### config.mk
export PLATFORM = sky130hd
export DESIGN_NAME = axis_s_rx
export DESIGN_NICKNAME = d
export VERILOG_FILES = /design/src/rtl/axis_pkg.sv /design/src/rtl/axis_sync_fifo.sv /design/src/rtl/axis_s_rx.sv
export SDC_FILE = /design/constraint.sdc
export NUM_CORES = 1
export LEC_CHECK = 0
export BUFFER_PORTS_ARGS = -buffer_cell sky130_fd_sc_hd__buf_2
export CAP_MARGIN = 25
export CELL_PAD_IN_SITES_DETAIL_PLACEMENT = 1
export CELL_PAD_IN_SITES_GLOBAL_PLACEMENT = 2
export CORE_MARGIN = 5
export CORE_UTILIZATION = 40
export CTS_BUF_LIST = sky130_fd_sc_hd__clkbuf_16
export CTS_CLUSTER_DIAMETER = 60
export DETAILED_ROUTE_END_ITERATION = 6
export PLACE_DENSITY_LB_ADDON = 0.1
export SLEW_MARGIN = 20
export SYNTH_ARGS = -nofsm -noshare
export SYNTH_HDL_FRONTEND = slang
export SYNTH_SLANG_ARGS = --single-unit
### constraint.sdc
create_clock -name s_axis_aclk -period 5.3 [get_ports s_axis_aclk]
set_input_delay 1.325 -clock s_axis_aclk [delete_from_list [all_inputs] [get_ports s_axis_aclk]]
set_output_delay 1.325 -clock s_axis_aclk [all_outputs]
set_load 0.05 [all_outputs]
### src/rtl/axis_pkg.sv
// Shared AXI-Stream types and default widths for the axis_m / axis_s_rx pair.
package axis_pkg;

    localparam int AXIS_DATA_W = 8;
    localparam int AXIS_DEPTH  = 8;
    localparam int AXIS_CNT_W  = 8;

    typedef struct packed {
        logic [AXIS_DATA_W-1:0] data;
        logic                   last;
    } axis_beat_t;

    typedef enum logic {
        RX_IDLE,
        RX_IN_PKT
    } rx_state_t;

endpackage

### src/rtl/axis_sync_fifo.sv
// Single-clock first-word-fall-through FIFO holding {data, last} beats.
module axis_sync_fifo #(
    parameter int DATA_W = 8,
    parameter int DEPTH  = 8
) (
    input  logic                     clk,
    input  logic                     rst_n,
    input  logic                     wr_en,
    input  logic [DATA_W-1:0]        wr_data,
    input  logic                     wr_last,
    input  logic                     rd_en,
    output logic [DATA_W-1:0]        dout,
    output logic                     dlast,
    output logic                     dvalid,
    output logic                     full,
    output logic [$clog2(DEPTH):0]   level
);
    localparam int AW = $clog2(DEPTH);
    localparam int LW = AW + 1;

    logic [DATA_W:0]  mem_q [DEPTH];
    logic [AW-1:0]    wr_ptr_q, wr_ptr_d;
    logic [AW-1:0]    rd_ptr_q, rd_ptr_d;
    logic [LW-1:0]    level_q, level_d;
    logic [DATA_W:0]  head;
    logic             wr_fire;
    logic             rd_fire;

    assign full    = (level_q == LW'(DEPTH));
    assign dvalid  = (level_q != '0);
    assign wr_fire = wr_en && !full;
    assign rd_fire = rd_en && dvalid;
    assign level   = level_q;

    assign head  = mem_q[rd_ptr_q];
    assign dout  = head[DATA_W:1];
    assign dlast = head[0];

    always_comb begin
        wr_ptr_d = wr_ptr_q;
        rd_ptr_d = rd_ptr_q;
        level_d  = level_q;
        if (wr_fire) wr_ptr_d = wr_ptr_q + AW'(1);
        if (rd_fire) rd_ptr_d = rd_ptr_q + AW'(1);
        if (wr_fire && !rd_fire) level_d = level_q + LW'(1);
        else if (rd_fire && !wr_fire) level_d = level_q - LW'(1);
    end

    always_ff @(posedge clk or negedge rst_n) begin
        if (!rst_n) begin
            wr_ptr_q <= '0;
            rd_ptr_q <= '0;
            level_q  <= '0;
        end else begin
            wr_ptr_q <= wr_ptr_d;
            rd_ptr_q <= rd_ptr_d;
            level_q  <= level_d;
        end
    end

    // Storage carries no reset; stale entries are never visible because dvalid gates them.
    always_ff @(posedge clk) begin
        if (wr_fire) mem_q[wr_ptr_q] <= {wr_data, wr_last};
    end

endmodule

### src/rtl/axis_s_rx.sv
// AXI-Stream slave receiver: FWFT beat buffer plus packet framing counters.
//   state     | meaning
//   RX_IDLE   | between packets, next accepted beat starts a packet
//   RX_IN_PKT | at least one non-last beat of the current packet accepted
module axis_s_rx
    import axis_pkg::*;
#(
    parameter int DATA_W = AXIS_DATA_W,
    parameter int DEPTH  = AXIS_DEPTH,
    parameter int CNT_W  = AXIS_CNT_W
) (
    input  logic                     s_axis_aclk,
    input  logic                     s_axis_aresetn,
    input  logic [DATA_W-1:0]        s_axis_tdata,
    input  logic                     s_axis_tvalid,
    input  logic                     s_axis_tlast,
    output logic                     s_axis_tready,
    input  logic                     rd_en,
    output logic [DATA_W-1:0]        dout,
    output logic                     dlast,
    output logic                     dvalid,
    output logic [$clog2(DEPTH):0]   level,
    output logic                     pkt_active,
    output logic [CNT_W-1:0]         pkt_cnt,
    output logic [CNT_W-1:0]         last_len
);
    logic             full;
    logic             accept;
    rx_state_t        state_q, state_d;
    logic [CNT_W-1:0] cur_len_q, cur_len_d;
    logic [CNT_W-1:0] pkt_cnt_q, pkt_cnt_d;
    logic [CNT_W-1:0] last_len_q, last_len_d;
    logic [CNT_W-1:0] len_inc;

    // Ready depends only on registered occupancy so a full FIFO freed by a pop reopens one cycle later.
    assign s_axis_tready = s_axis_aresetn && !full;
    assign accept        = s_axis_tvalid && s_axis_tready;

    axis_sync_fifo #(
        .DATA_W (DATA_W),
        .DEPTH  (DEPTH)
    ) u_fifo (
        .clk     (s_axis_aclk),
        .rst_n   (s_axis_aresetn),
        .wr_en   (accept),
        .wr_data (s_axis_tdata),
        .wr_last (s_axis_tlast),
        .rd_en   (rd_en),
        .dout    (dout),
        .dlast   (dlast),
        .dvalid  (dvalid),
        .full    (full),
        .level   (level)
    );

    assign len_inc = (cur_len_q == '1) ? cur_len_q : cur_len_q + CNT_W'(1);

    always_comb begin
        state_d    = state_q;
        cur_len_d  = cur_len_q;
        pkt_cnt_d  = pkt_cnt_q;
        last_len_d = last_len_q;
        if (accept) begin
            if (s_axis_tlast) begin
                state_d    = RX_IDLE;
                pkt_cnt_d  = pkt_cnt_q + CNT_W'(1);
                last_len_d = len_inc;
                cur_len_d  = '0;
            end else begin
                state_d   = RX_IN_PKT;
                cur_len_d = len_inc;
            end
        end
    end

    always_ff @(posedge s_axis_aclk or negedge s_axis_aresetn) begin
        if (!s_axis_aresetn) begin
            state_q    <= RX_IDLE;
            cur_len_q  <= '0;
            pkt_cnt_q  <= '0;
            last_len_q <= '0;
        end else begin
            state_q    <= state_d;
            cur_len_q  <= cur_len_d;
            pkt_cnt_q  <= pkt_cnt_d;
            last_len_q <= last_len_d;
        end
    end

    assign pkt_active = (state_q == RX_IN_PKT);
    assign pkt_cnt    = pkt_cnt_q;
    assign last_len   = last_len_q;

endmodule

==> results of run 1 <==
==> cell type report <==
class,count,area (sq um)
Sequential cell,107,3040
Multi-Input combinational cell,163,1490
Timing Repair Buffer,51,273
Tap cell,143,179
Clock buffer,9,225
Fill cell,1156,6040
Inverter,5,21.3
Clock inverter,7,97.6
==> flip-flops by register name, indices dropped and copies added (netlist names) <==
| name | flops |
|---|---|
| cur_len_q | 8 |
| last_len | 8 |
| pkt_active | 1 |
| pkt_cnt | 8 |
| u_fifo.level | 4 |
| u_fifo.mem_q | 72 |
| u_fifo.rd_ptr_q | 3 |
| u_fifo.wr_ptr_q | 3 |
==> synthesized netlist by cell type (all sizes together), types with 2 or more instances <==
library cell  count  area, sq um
a21o              4         30.0
nor4b             4         35.0
nor4              2         12.5
nand4             4         25.0
and2              3         18.8
edfxtp           72         2160
o21ai             7         46.3
dfrtp            35          876
clkbuf            5         20.0
xnor2            13          114
nand3             6         42.5
a211oi            3         27.5
a31oi             4         25.0
nor3              8         40.0
buf              10         73.8
a21oi             3         15.0
ha                7         87.6
and3              3         23.8
nor3b             2         15.0
xor2              2         17.5
nor2             10         37.5
nand2b            3         18.8
inv               5         21.3
o31ai             5         37.5
nand2            24         90.1
mux2             13          146
mux4             18          405
nor2b             2         12.5
==> power groups by stage <==
stage | clock, mW | combinational (mW) | sequential [mW]
6_report | 0.721 | 1.05 | 1.22
5_1_grt | 0.783 | 1.13 | 1.25
4_1_cts | 0.746 | 1.07 | 1.23
3_5_place_dp | 0 | 1.07 | 1.25
3_3_place_gp | 0 | 1.05 | 1.24
2_1_floorplan | 0 | 0.751 | 1.28
==> cells by family after synthesis <==
| kind of cell | count (synthesis) |
|---|---|
| AND/OR/NAND/NOR | 73 |
| buffers and inverters | 20 |
| XOR/XNOR | 15 |
| AO/OA/AOI/OAI | 35 |
| multiplexers | 32 |
| adder cells (fa/ha/maj) | 8 |
| flip-flops | 107 |
==> routing by layer <==
metal,GRT usage [%],vias up
met5,0,-
met4,3.70,0
met3,3.51,8
met2,25.4,35
met1,19.0,1349
li1,-,1212
==> stage by stage <==
step	utilization [%]	hold WS, ns	area (sq um)	std cells	power, mW
after CTS	46.8	0.477	5330	485	3.05
after detailed placement	44.0	0.465	5000	469	2.31
final	46.8	0.471	5330	485	2.99
after floorplan	-	0.521	4610	290	2.03
after global routing	46.8	0.511	5330	485	3.16
after global placement	44.0	0.462	5000	469	2.29
==> worst max-delay path, cell delays in order (launching register included) <==
cell and delay, ns:
dfrtp_1 0.82, buf_4 0.35, mux4_2 0.53, mux2_2 0.27, buf_2 0.21
==> worst min path at each step <==
stage	from	endpoint	slack (ns)	cells after the start
6_report	pkt_cnt[7]	pkt_cnt[7]	0.47	1
3_5_place_dp	pkt_cnt[7]	pkt_cnt[7]	0.46	1
2_1_floorplan	cur_len_q[6]	cur_len_q[6]	0.52	1
3_3_place_gp	last_len[2]	last_len[2]	0.46	1
4_1_cts	pkt_cnt[7]	pkt_cnt[7]	0.48	1
5_1_grt	pkt_cnt[7]	pkt_cnt[7]	0.51	1
==> results.tsv, run 1 <==
metric	value	unit
DIE WIDTH	117	um
largest net degree at the start of global routing	21	
TritonRoute pass-1 iters	4	
Ports	45	
gr ovfl total	0	
initial antenna violation count	0	
Sw Share	38.8	%
Leakage	1.98	nW
GP Congestion	0.679	
PortBufs	44	
status	completed	
Top Layer Used	met4	
share of layout cells above drive strength 1	31.6	%
post-DP HPWL	6560	um
Synth Area in Simple Gates	8.52	%
worst slew pin tran	0.927	ns
Synth Area in Compound Gates	5.70	%
worst relative slew slack	38.2	%
routed via count	2604	
WL met1	4170	um
Clock power frac	24.1	%
R2R Path End	u_fifo.level[3]	
commonest non-fill, non-tap cell in the layout	edfxtp_1	
core area	0.0114	sq mm
Syn Std Cell Area	0.00461	sq mm
H-tree depth	3	
Worst-Skew Late Latency	0.34	ns
Cell Rows	39	
fin nets	358	
CP endpoint kind	output port	
Routed WL per cell	20.0	um
VDD IR max	0.000260	V
Die Height	117	um
vias in the first global route	2884	
post-cts resize count	0	
Internal	1.83	mW
setup slack after layout	1.45	ns
Most used DFF post-synth	edfxtp_1	
Arr. time, crit path	2.53	ns
Antenna Diode Count	0	
maximum clock path buffer count	2	
Async S/R FF share, synth	32.7	%
clock period minus worst slack	3.85	ns
R2R depth	9	
largest family of logic cells by synthesized area	multiplexers	
Layout area overhead	15.6	%
Worst Path Required	3.97	ns
Worst Setup EP	dout[1]	
Post-Synth XOR/XNOR Area	2.85	%
Initial Util	40.5	%
mux contribution to synthesized area	12.2	%
Total Wirelength	9680	um
Fmax	0.260	GHz
max-cap violation count	0	
Slew Viols, Final	0	
crit share post-route	72.7	%
TNS Setup	0	ns
unrepaired setup endpoints after global routing	no	
Via-to-Cell Ratio	5.37	
met3 routed WL	297	um
met2 WL	5120	um
pwr/cell area	561	mW/mm^2
cts bufs inserted	9	
Synth Area in Adders	2.33	%
clock sink count	107	
post-route ant nets	0	
Mean Syn Cell Area	15.9	sq um
die area	0.0138	sq mm
yosys warns	0	
crit-path max FO	12	
first-pass GRT wire length	16300	um
Cell variety after synth	51	
synthesized instance count	290	
Worst Setup SP	u_fifo.rd_ptr_q[0]	
Seq pwr share	40.8	%
share of total power in combinational logic	35.0	%
final number of hold-violating endpoints	0	
highest-count cells in the layout ignoring fill and taps	edfxtp_1 (72), buf_2 (44), dfrtp_1 (35), nand2_1 (24), mux4_2 (18)	
setup bufs post-CTS	0	
Final setup viols	0	
drt initial violations	162	
CP startpoint kind	flop	
register area share after synthesis	65.9	%
critical path class	flop to output port	
Seq cells post-synth	107	
clock skew	0.00574	ns
cts hold-fix bufs	0	
Hold Crit Class	flop to flop	
Post-synth EDFFs	72	
total track usage	14.8	%
post-placement setup slack	1.32	ns
worst reg-to-reg setup slack	2.29	ns
Root Buffer	clkbuf_16	
RR Startpoint	u_fifo.level[1]	
Syn Nets	311	
Sw Pwr	1.16	mW
CTS clk-pin slew, worst paths	0.07	ns
DRC errors left	0	
CTS tree	done	
(Power assumes the default switching activity.)
==> inputs of run 2 (changes only) <==
==> constraint.sdc (replaced) <==
create_clock -name s_axis_aclk -period 3.8 [get_ports s_axis_aclk]
set_input_delay 0.95 -clock s_axis_aclk [delete_from_list [all_inputs] [get_ports s_axis_aclk]]
set_output_delay 0.95 -clock s_axis_aclk [all_outputs]
set_load 0.05 [all_outputs]
==> run 2 against run 1 <==
- global-route usage hardly changed
- hold slack got worse by 0.0072 ns
- die area unchanged
- sequential power rose by 36%
- clock skew is essentially flat
- clock power is 21% higher
- non-clock buffer count grew 6
- cell count rose by 1.2%
- flip-flop and latch count stayed put
- core utilization decreased by 0.15 points
- highest routed layer unchanged
==> results.tsv, run 2 (synthesized netlist as in run 1, its figures left out) <==
metric	value	unit
Leakage	1.98	nW
Die Height	117	um
highest-count cells in the layout ignoring fill and taps	edfxtp_1 (72), buf_2 (44), dfrtp_1 (35), nand2_1 (24), mux4_2 (18)	
Root Buffer	clkbuf_16	
CTS clk-pin slew, worst paths	0.07	ns
Internal	2.42	mW
cts hold-fix bufs	0	
Initial Util	40.5	%
routed via count	2619	
vias in the first global route	2892	
slowest CP cell	dfrtp_1	
Worst Path Required	2.85	ns
Final setup viols	0	
worst relative slew slack	39.1	%
post-cts resize count	0	
maximum clock path buffer count	2	
setup bufs post-CTS	0	
core area	0.0114	sq mm
CTS tree	done	
crit-path max FO	20	
Clock power frac	21.7	%
setup slack after layout	0.639	ns
PortBufs	44	
CP endpoint kind	output port	
initial antenna violation count	0	
TritonRoute pass-1 iters	4	
critical path class	flop to output port	
clock skew	0.00526	ns
CP startpoint kind	flop	
Sw Share	39.9	%
Sw Pwr	1.61	mW
share of total power in combinational logic	37.2	%
Arr. time, crit path	2.21	ns
Hold Crit Class	input pin to async pin	
layout filler cell count	1121	
clock period minus worst slack	3.16	ns
largest net degree at the start of global routing	21	
drt initial violations	185	
post-DP HPWL	6350	um
max-cap violation count	0	
Routed WL per cell	19.3	um
total track usage	14.9	%
status	completed	
Via-to-Cell Ratio	5.33	
Ports	45	
pwr/cell area	759	mW/mm^2
DIE WIDTH	117	um
Seq pwr share	41.1	%
worst reg-to-reg setup slack	1.01	ns
first-pass GRT wire length	16100	um
die area	0.0138	sq mm
Reg with most FFs	u_fifo.mem_q	
post-route ant nets	0	
critical path cell sequence	mux4_2 > mux2_2 > buf_2	
DRC errors left	0	
share of layout cells above drive strength 1	32.8	%
crit share post-route	83.2	%
Layout area overhead	15.2	%
post-placement setup slack	0.721	ns
clock sink count	107	
number of flip-flops under the largest register name	72	
gr ovfl total	0	
cts bufs inserted	9	
Cell Rows	39	
VDD IR max	0.000467	V
worst slew pin tran	0.914	ns
Slew Viols, Final	0	
Antenna Diode Count	0	
CP max stage delay	0.94	ns
H-tree depth	3	
commonest non-fill, non-tap cell in the layout	edfxtp_1	
unrepaired setup endpoints after global routing	no	
final number of hold-violating endpoints	0	
Worst-Skew Late Latency	0.34	ns
Total Wirelength	9490	um
TNS Setup	0	ns
fin nets	364	
GP Congestion	0.705	
Fmax	0.316	GHz
[run 2: cell count changes in the layout (fill, tap and decap cells not counted), sizes merged]
cell      before  now
buf           51   57
bufinv         2    0
clkinvlp       0    2
clkinv         2    3
inv            8    7
[run 2: power by group through the flow]
stage,sequential (mW),clock (mW),combinational [mW]
after floorplan,1.79,0,1.05
after global placement,1.68,0,1.51
after detailed placement,1.69,0,1.53
after CTS,1.67,0.911,1.53
after global routing,1.70,0.962,1.61
final,1.66,0.873,1.50
[run 2: path summary, 6_finish.rpt]
check	cells past startpoint	from	endpoint
worst min-delay path	1	s_axis_aresetn	u_fifo.rd_ptr_q[2]
min in group s_axis_aclk	1	pkt_active	pkt_active
max in group asynchronous	2	s_axis_aresetn	last_len[0]
worst min register to register	1	pkt_active	pkt_active
worst max register to register	9	u_fifo.level[1]	u_fifo.level[3]
worst max-delay path	3	u_fifo.rd_ptr_q[1]	dlast
[run 2: metrics by stage]
stage | cell area, sq um | power [mW] | hold slack, ns | util, % | instances
global placement | 5030 | 3.19 | 0.459 | 44.3 | 475
floorplan | 4610 | 2.84 | 0.521 | - | 290
finish | 5310 | 4.03 | 0.464 | 46.7 | 491
CTS | 5310 | 4.11 | 0.459 | 46.7 | 491
detailed placement | 5030 | 3.22 | 0.465 | 44.3 | 475
global route | 5310 | 4.27 | 0.458 | 46.7 | 491
[run 2: cell type report]
class	count	area, sq um	area share, %
flip-flops and latches	107	3040	57.2
multi-input cells	163	1480	27.8
repair buffers	57	318	5.99
clock buffers	9	225	4.24
well taps	143	179	3.37
clock inverters	7	52.6	0.990
inverters	5	21.3	0.401
[run 2: layer usage]
layer  GRT usage, %  up-vias  part of all wire (%)
met1           18.6     1346                    43
met4           5.22        0                   1.5
li1               -     1226                     -
met3           3.56       11                   3.2
met2           25.1       36                    52
met5              0        -                     0
[run 2: worst max-delay path: cells and delay by family, from the launching register on]
kind / cells / cell delay [ns]
buf+inv: 1 / 0.21
flops: 1 / 0.94
mux: 2 / 0.70
==> inputs of run 3 (changes only) <==
--- a/config.mk
+++ b/config.mk
@@ -10,7 +10,7 @@
 export CELL_PAD_IN_SITES_DETAIL_PLACEMENT = 1
 export CELL_PAD_IN_SITES_GLOBAL_PLACEMENT = 2
 export CORE_MARGIN = 5
-export CORE_UTILIZATION = 40
+export CORE_UTILIZATION = 39
 export CTS_BUF_LIST = sky130_fd_sc_hd__clkbuf_16
 export CTS_CLUSTER_DIAMETER = 60
 export DETAILED_ROUTE_END_ITERATION = 6
==> constraint.sdc (replaced) <==
create_clock -name s_axis_aclk -period 2.66 [get_ports s_axis_aclk]
set_input_delay 0.665 -clock s_axis_aclk [delete_from_list [all_inputs] [get_ports s_axis_aclk]]
set_output_delay 0.665 -clock s_axis_aclk [all_outputs]
set_load 0.05 [all_outputs]
==> run 3 against run 2 <==
- critical path depth grew 1
- die area grew 2.3%
- first-iteration DRC count up 18%
- core utilization rose by 1.0 points
- sequential power is 40% higher
- clock skew up 0.00086 ns
- register-to-register slack worse by 0.86 ns
- design area rose by 3.5%
- sequential share of layout area shrank 1.8 points
- routed wire length increased by 5.0%
- largest cell class unchanged
==> results.tsv, run 3 (synthesized netlist as in run 1, its figures left out) <==
metric	value	unit
Fmax	0.386	GHz
die area	0.0141	sq mm
Final setup viols	0	
critical path cell sequence	clkbuf_16 > mux4_2 > mux2_2 > buf_2	
final number of hold-violating endpoints	0	
Slew Viols, Final	0	
RR Startpoint	u_fifo.level[3]	
share of layout cells above drive strength 1	36.9	%
crit-path max FO	10	
fin nets	372	
CTS tree	done	
clock skew	0.00612	ns
total track usage	14.5	%
number of flip-flops under the largest register name	72	
CP endpoint kind	output port	
Non-Filler Instances	498	
Arr. time, crit path	1.93	ns
Cells after DPL	481	
Worst Setup EP	dout[3]	
routed via count	2673	
Routed WL per cell	20.0	um
crit share post-route	97.5	%
initial antenna violation count	0	
Worst Setup SP	u_fifo.rd_ptr_q[0]	
gr ovfl total	0	
Worst-Skew Late Latency	0.35	ns
H-tree depth	3	
worst relative slew slack	34.8	%
PortBufs	44	
worst slew pin tran	0.974	ns
CTS clk-pin slew, worst paths	0.07	ns
Cell Rows	39	
post-route ant nets	0	
Reg with most FFs	u_fifo.mem_q	
Layout area overhead	19.2	%
max-cap violation count	0	
worst reg-to-reg setup slack	0.15	ns
Ports	45	
commonest non-fill, non-tap cell in the layout	edfxtp_1	
R2R Path End	u_fifo.level[3]	
Die Height	119	um
core area	0.0115	sq mm
R2R depth	9	
Worst Path Required	2.00	ns
slowest CP cell	mux4_2	
Area after DPL	0.00512	sq mm
VDD IR max	0.000427	V
largest net degree at the start of global routing	35	
GP Congestion	0.729	
first-pass GRT wire length	15800	um
DIE WIDTH	119	um
maximum clock path buffer count	2	
Leakage	2.04	nW
drt initial violations	218	
unrepaired setup endpoints after global routing	yes	
Initial Util	40.0	%
Root Buffer	clkbuf_16	
status	completed	
highest-count cells in the layout ignoring fill and taps	edfxtp_1 (72), buf_2 (37), dfrtp_1 (30), nand2_1 (23)	
vias in the first global route	2781	
clock sink count	107	
TNS Setup	0	ns
critical path class	flop to output port	
pwr/cell area	1110	mW/mm^2
post-DP HPWL	6600	um
Hold Crit Class	input pin to async pin	
TritonRoute pass-1 iters	4	
Via-to-Cell Ratio	5.37	
cts hold-fix bufs	0	
Final Cell Area	0.00550	sq mm
CP startpoint kind	flop	
Antenna Diode Count	0	
Total Wirelength	9960	um
CP max stage delay	0.49	ns
clock period minus worst slack	2.59	ns
DRC errors left	0	
cts bufs inserted	9	
-- run 3: changes by cell type in the layout (fill, tap and decap cells not counted), moves of 5 or more --
cell | previous run | this run
buf_4 | 13 | 18
dfrtp_2 | 0 | 5
dfrtp_1 | 35 | 30
buf_6 | 0 | 7
buf_2 | 44 | 37
-- run 3: metal layers --
| metal | vias to the layer above | track usage [%] | share of wire, % |
|---|---|---|---|
| met5 | - | 0 | 0 |
| met4 | 0 | 3.69 | 1.0 |
| met3 | 10 | 4.35 | 2.9 |
| met2 | 32 | 21.7 | 46 |
| met1 | 1386 | 20.9 | 50 |
| li1 | 1245 | - | - |
-- run 3: repair_timing --
item,CTS,global route
resized for setup,10,9
setup buffers,0,1
endpoints found under the setup margin,7,10
hold endpoints to repair,0,0
cloned,0,1
-- run 3: worst max-delay path, delay by kind of cell, from the launching register on --
kind / cells / cell delay, ns
DFF: 1 / 0.42
buffers and inverters: 2 / 0.40
muxes: 2 / 0.76
-- run 3: power by group --
part	total, mW	switching, mW	internal (mW)
sequential	2.33	0.298	2.03
clock	1.23	0.599	0.630
combinational	2.54	1.49	1.05
-- run 3: metrics by stage --
step	hold slack (ns)	utilization, %	power [mW]	setup slack (ns)
6_report	0.137	47.7	6.10	0.0677
5_1_grt	0.123	47.7	6.41	-0.0103
4_1_cts	0.122	47.0	6.05	-0.00946
3_5_place_dp	0.462	44.5	4.71	0.112
3_3_place_gp	0.456	44.5	4.68	0.177
2_1_floorplan	0.369	-	4.08	0.00540
-- run 3: how the worst min path moves through the flow --
stage / from / slack (ns) / cells past startpoint / to
3_5_place_dp: pkt_cnt[7] / 0.46 / 1 / pkt_cnt[7]
6_report: s_axis_aresetn / 0.14 / 1 / pkt_cnt[2]
2_1_floorplan: s_axis_aresetn / 0.37 / 0 / cur_len_q[0]
5_1_grt: s_axis_aresetn / 0.12 / 1 / pkt_cnt[2]
4_1_cts: s_axis_aresetn / 0.12 / 1 / pkt_cnt[2]
3_3_place_gp: pkt_cnt[7] / 0.46 / 1 / pkt_cnt[7]
-- run 3: final cells by class --
cell class	count	area, sq um
flip-flops and latches	107	3040
multi-input cells	163	1520
fillers	1146	6020
inverters	5	21.3
clock buffers	9	225
repair buffers	65	464
well taps	143	179
clock inverters	6	42.5
